**config.mk**
```make
export PLATFORM = sky130hd
export DESIGN_NAME = i2s_tx
export DESIGN_NICKNAME = d
export VERILOG_FILES = /design/src/rtl/i2s_tx.sv
export SDC_FILE = /design/constraint.sdc
export NUM_CORES = 1
export LEC_CHECK = 0
export CORE_MARGIN = 2
export CORE_UTILIZATION = 50
export DETAILED_ROUTE_END_ITERATION = 10
export PLACE_DENSITY = 0.83
export SETUP_SLACK_MARGIN = 0.1
export SLEW_MARGIN = 0
export SYNTH_ARGS = -nofsm -noshare
export SYNTH_HDL_FRONTEND = slang
export SYNTH_SLANG_ARGS = --single-unit
export TNS_END_PERCENT = 30
```
**constraint.sdc**
```tcl
create_clock -name clk -period 2.3 [get_ports clk]
set_input_delay 0.23 -clock clk [delete_from_list [all_inputs] [get_ports clk]]
set_output_delay 0.23 -clock clk [all_outputs]
set_load 0.02 [all_outputs]
```
**src/rtl/i2s_tx.sv**
```systemverilog
// I2S transmitter: buffers one stereo pair and shifts it out left-justified,
// MSB first, with bclk derived from clk by an integer divider.
//
//   state | meaning
//   IDLE  | outputs parked low, waiting for enable and a held pair
//   RUN   | serialising a frame; enable is only looked at on the frame's last bit
module i2s_tx #(
    parameter int SAMPLE_WIDTH = 16,
    parameter int BCLK_DIV     = 8
) (
    input  logic                    clk,
    input  logic                    reset_n,
    input  logic                    enable,
    input  logic                    in_valid,
    output logic                    in_ready,
    input  logic [SAMPLE_WIDTH-1:0] in_left,
    input  logic [SAMPLE_WIDTH-1:0] in_right,
    output logic                    bclk,
    output logic                    lrclk,
    output logic                    sdata,
    output logic                    underrun
);

    localparam int FRAME_W = 2 * SAMPLE_WIDTH;
    localparam int DIV_W   = (BCLK_DIV > 2) ? $clog2(BCLK_DIV) : 1;
    localparam int BIT_W   = $clog2(FRAME_W);

    localparam logic [DIV_W-1:0] DIV_LAST = DIV_W'(BCLK_DIV - 1);
    localparam logic [DIV_W-1:0] DIV_HALF = DIV_W'(BCLK_DIV / 2);
    localparam logic [BIT_W-1:0] BIT_LAST = BIT_W'(FRAME_W - 1);
    localparam logic [BIT_W-1:0] BIT_HALF = BIT_W'(SAMPLE_WIDTH);

    typedef enum logic {
        IDLE = 1'b0,
        RUN  = 1'b1
    } state_t;

    state_t                    state;
    logic                      hold_full;
    logic [SAMPLE_WIDTH-1:0]   hold_left;
    logic [SAMPLE_WIDTH-1:0]   hold_right;
    logic [FRAME_W-1:0]        shreg;
    logic [DIV_W-1:0]          div_cnt;
    logic [BIT_W-1:0]          bit_cnt;

    logic run;
    assign run = (state == RUN);

    assign in_ready = !hold_full;
    assign bclk     = run && (div_cnt >= DIV_HALF);
    assign lrclk    = run && (bit_cnt >= BIT_HALF);
    assign sdata    = run && shreg[FRAME_W-1];

    always_ff @(posedge clk) begin
        if (!reset_n) begin
            state      <= IDLE;
            hold_full  <= 1'b0;
            hold_left  <= '0;
            hold_right <= '0;
            shreg      <= '0;
            div_cnt    <= '0;
            bit_cnt    <= '0;
            underrun   <= 1'b0;
        end else begin
            underrun <= 1'b0;

            // Accept and load never coincide: accept needs the hold empty, load needs it full.
            if (in_valid && !hold_full) begin
                hold_left  <= in_left;
                hold_right <= in_right;
                hold_full  <= 1'b1;
            end

            case (state)
                IDLE: begin
                    div_cnt <= '0;
                    bit_cnt <= '0;
                    if (enable && hold_full) begin
                        state     <= RUN;
                        shreg     <= {hold_left, hold_right};
                        hold_full <= 1'b0;
                    end
                end

                RUN: begin
                    if (div_cnt == DIV_LAST) begin
                        div_cnt <= '0;
                        if (bit_cnt == BIT_LAST) begin
                            bit_cnt <= '0;
                            if (!enable) begin
                                state <= IDLE;
                                shreg <= '0;
                            end else if (hold_full) begin
                                shreg     <= {hold_left, hold_right};
                                hold_full <= 1'b0;
                            end else begin
                                shreg    <= '0;
                                underrun <= 1'b1;
                            end
                        end else begin
                            bit_cnt <= bit_cnt + BIT_W'(1);
                            shreg   <= {shreg[FRAME_W-2:0], 1'b0};
                        end
                    end else begin
                        div_cnt <= div_cnt + DIV_W'(1);
                    end
                end

                default: state <= IDLE;
            endcase
        end
    end

endmodule

```
== Yosys cells after proc, flatten, opt, wreduce, memory -nomap -nowiden ==
Index checks and enable logic that the tools add are counted.

* Bits in registers: 75
* Bits of input ports: 36
* Output and inout bits: 5
* Word-level logic and storage cells: 49

* Add/sub/neg operators: 2
* Order comparisons: 2
* Equal/unequal tests: 4
* Mux-type cells: 24
* Bitwise operators: 1
* Reductions and logical operators: 8

{| class="wikitable"
|+ Operators by type and width
! cell !! count
|-
| 2-to-1 mux 32 bit || 5
|-
| case mux 32 bit (2 select lines) || 1
|-
| 2-to-1 mux 1 bit || 11
|-
| 2-to-1 mux 5 bit || 2
|-
| case mux 5 bit (2 select lines) || 1
|-
| case mux 3 bit (2 select lines) || 1
|-
| adder 5 x 1 -> 5 bit (second input constant) || 1
|-
| == test 5 bit (second input constant) || 1
|-
| >= comparator 5 bit (second input constant) || 1
|-
| logical AND 1 bit || 5
|-
| AND reduction 5 bit || 1
|-
| case mux 1 bit (2 select lines) || 2
|-
| adder 3 x 1 -> 3 bit (second input constant) || 1
|-
| == test 3 bit (second input constant) || 1
|-
| >= comparator 3 bit (second input constant) || 1
|-
| 2-to-1 mux 3 bit || 1
|-
| != test 2 x 1 -> 1 bit (second input constant) || 1
|-
| != test 2 bit (second input constant) || 1
|-
| AND reduction 2 bit || 1
|-
| logical NOT 1 bit || 1
|-
| inverter 1 bit || 1
|}

== Depth between registers and ports, before layout ==
* Depth after elaboration: 8
* Depth in mapped cells: 8

== Least setup slack after synthesis ==
OpenSTA, ideal clock, no wires.

* Path kind: register -> register
* Start point: reg bit_cnt[0]
* End point: reg shreg[20]
* Data arrival time: 1.639 ns
* Data required time: 2.226 ns
* Setup slack: 0.587 ns
* Stages on the path, launching flop included: 8
* Buffers on the path: 1
* Period minus slack after synthesis: 1.713 ns
* Cells stage by stage: dfxtp_1 -> ha_1 -> and3_1 -> ha_1 -> nor2b_1 -> clkbuf_1 -> nand2_1 -> a31oi_2

* Cells in the longest elaborated chain, start to end: 4

{| class="wikitable"
|+ RTL lines
! item !! line !! text
|-
| start, declared || 44 || <nowiki>logic [BIT_W-1:0] bit_cnt;</nowiki>
|-
| start signal, assigned || 101 || <nowiki>bit_cnt <= bit_cnt + BIT_W'(1);</nowiki>
|-
| == test 5 bit || 88 || <nowiki>if (bit_cnt == BIT_LAST) begin</nowiki>
|-
| 2-to-1 mux 32 bit || 88 ||
|-
| 2-to-1 mux 32 bit || 86 || <nowiki>if (div_cnt == DIV_LAST) begin</nowiki>
|-
| case mux 32 bit (2 select lines) || 74 || <nowiki>case (state)</nowiki>
|-
| end signal, assigned || 80 || <nowiki>shreg <= {hold_left, hold_right};</nowiki>
|-
| end signal, assigned || 94 || <nowiki>shreg <= {hold_left, hold_right};</nowiki>
|-
| end signal, assigned || 102 || <nowiki>shreg <= {shreg[FRAME_W-2:0], 1'b0};</nowiki>
|-
| end, declared || 42 || <nowiki>logic [FRAME_W-1:0] shreg;</nowiki>
|}

Every way passes these cells. The select of a mux whose other input is x is not followed.
A chain may end at the register's enable or synchronous reset.

== Final worst setup path ==
* Start point: reg bit_cnt[1]
* End point: reg shreg[23]

Same word-level chain as after synthesis.

==> summary.md <==
| Metric | Value |
|---|---|
| Reg clk slew, reported paths | 80 ps |
| Top Ports | 41 |
| Endpoint, Worst Hold | shreg[0] |
| Post-Route WL | 6570 um |
| P per Cell Area | 696 mW/mm^2 |
| Num CTS Buffers | 9 |
| Max Cap Viol | 0 |
| CTS tree | built |
| Flop-to-flop setup slack | 320 ps |
| Post-synthesis async set-or-reset flop share | 0% |
| Vias in the first global route | 2,553 |
| Fin crit share | 86.1% |
| Max FO, Critical Path | 31 |
| Vias/cell | 5.62 |
| Setup crit end kind | flop |
| Maximum clock rate | 505 MHz |
| Worst flop-to-flop path startpoint | bit_cnt[1] |
| Post-synth EDFFs | 0 |
| Tmin final | 1980 ps |
| Setup TNS | 0 ps |
| Gpl congestion | 0.807 |
| RR Endpoint | shreg[23] |
| Worst setup SP type | flop |
| Die X-Extent | 84.9 um |
| Sequential fraction of the synthesis area | 45.9% |
| Post-place instance area | 0.00367 mm^2 |
| Global-route wire length before repair | 11,500 um |
| Postcts setup bufs | 0 |
| Slew headroom | 48.0% |
| Yosys warns | 0 |
| Routed len/inst | 13.4 um |
| Layout area overhead | 18.1% |
| Buffers on Ports | 40 |
| Post-cts resize count | 1 |
| Arrival @ worst endpoint | 2260 ps |
| Design Area, Final | 0.00387 mm^2 |
| Clk_skew | 8.76 ps |
| DRT Pass-1 Iters | 4 |
| CTS Root Cell | clkbuf_8 |
| Tot GR Track Use | 19.8% |
| Unrepaired setup endpoints after global routing | false |
| Distinct cells, synth | 30 |
| Setup violators final | 0 |
| DRT iter0 DRCs | 269 |
| CTS max path bufs | 2 |
| Leakage | 0.00141 uW |
| Final nets | 449 |
| Worst slew pin tran | 779 ps |
| Post-DP HPWL | 4210 um |
| Largest net degree at the start of global routing | 51 |
| Most used DFF post-synth | dfxtp_1 |
| Max VDD drop | 0.347 mV |
| Final Hold Fails | 0 |
| Initial antenna violation count | 0 |
| # DRC | 0 |
| Post-route ant nets | 0 |
| HP Class | primary input to flop |
| CTS sink cnt | 75 |
| Slew Viols, Final | 0 |
| Mapped Cells | 384 |
| Post-Syn Area per Cell | 8.53 um^2 |
| H-tree depth | 3 |
| Status | completed |
| Yosys reg bits | 75 |
| Die height | 84.9 um |
| Latest clock arrival within the worst-skew pair | 350 ps |
| Layout cells sized above 1 | 10.2% |
| Starting density of the core | 51.6% |
| FF-to-FF path depth | 6 |
| N_diodes | 0 |
| Hold Path Depth | 2 |
| Min-delay src | reset_n |
| Congestion Overflow GR | 0 |
| Commonest cells after routing, fill and taps aside | 100 x nand2_1, 75 x dfxtp_1, 39 x clkdlybuf4s50_1 |
| Die area | 0.00721 mm^2 |
| Core area | 0.00635 mm^2 |
| Via count | 2,752 |
| Critical path class | flop to flop |
| Hold-fix buffers, CTS | 0 |
| Commonest non-fill, non-tap cell in the layout | nand2_1 |
| Critical Path RT | 2580 ps |
| Mapped Nets | 425 |
| Post-Syn Area | 0.00327 mm^2 |
| FP Rows | 29 |
[layer usage]
layer  global-route usage, %  share of wire (%)  wire (um)
met4                    10.2                1.9        124
met2                    31.3                 47       3090
met1                    25.3                 47       3060
met3                    4.57                4.4        289
met5                       0                  0          0
[registers in the layout (all words and copies together), names as in the netlist]
signal / cells
div_cnt: 3
hold_right: 16
shreg: 32
run: 1
underrun: 1
bit_cnt: 5
hold_left: 16
hold_full: 1
[worst max path at each step]
stage | startpoint | endpoint | cells after the start
floorplan | bit_cnt[0] | shreg[20] | 7
global placement | bit_cnt[0] | shreg[24] | 6
detailed placement | bit_cnt[0] | shreg[23] | 6
CTS | bit_cnt[0] | shreg[23] | 6
global route | bit_cnt[1] | shreg[11] | 6
finish | bit_cnt[1] | shreg[23] | 6
[logic make-up after synthesis]
logic type                 synth area share [%]
DFF                                        45.9
adders and majority gates                  1.91
and+or+nand+nor                            16.1
AOI/OAI and AO/OA                          29.3
muxes                                     0.611
buffers and inverters                      6.23
[layout make-up]
cell class,count,area (um^2)
tap,77,96.3
clock inverter,7,68.8
multi-input combinational,268,1580
fill,542,2480
inverter,3,11.3
clock buffer,9,124
sequential,75,1500
timing repair buffer,51,490
[power breakdown]
part           switching, uW  leakage [uW]  internal (uW)
logic                    153      0.000698            141
registers               43.4      0.000613           1370
clock network            486     0.0000950            496
total                    683       0.00141           2010
[cell usage after synthesis (all sizes together) (2+ instances only)]
cell,count,area [um^2]
nand2,100,375
dfxtp,75,1500
o21ai,35,175
a21boi,33,248
a31oi,33,275
o31ai,31,233
clkbuf,29,110
buf,9,82.6
ha,5,62.6
a21oi,4,20.0
and2,4,25.0
inv,3,11.3
nor2,3,11.3
nor3b,3,22.5
and3,2,12.5
mux2i,2,20.0
nand3,2,10.0
nor2b,2,12.5
[per-stage QoR]
step                utilization [%]  hold slack, ps  worst slack (ps)  cells  total power [uW]
finish                         60.9             274               319    490              2690
global route                   60.9             296               149    490              2820
CTS                            60.9             265               339    490              2720
detailed placement             57.9             425              41.2    474              1740
global placement               57.9             416               152    474              1730
floorplan                         -             331               587    384              1630
[worst max-delay path: stages, from the launching register on]
cell and delay (ps):
dfxtp_1 400, ha_1 200, and3_1 190, ha_1 190, and3_2 510, o21ai_0 190, a31oi_2 210
Note: power is estimated with default switching activity, not from simulation.
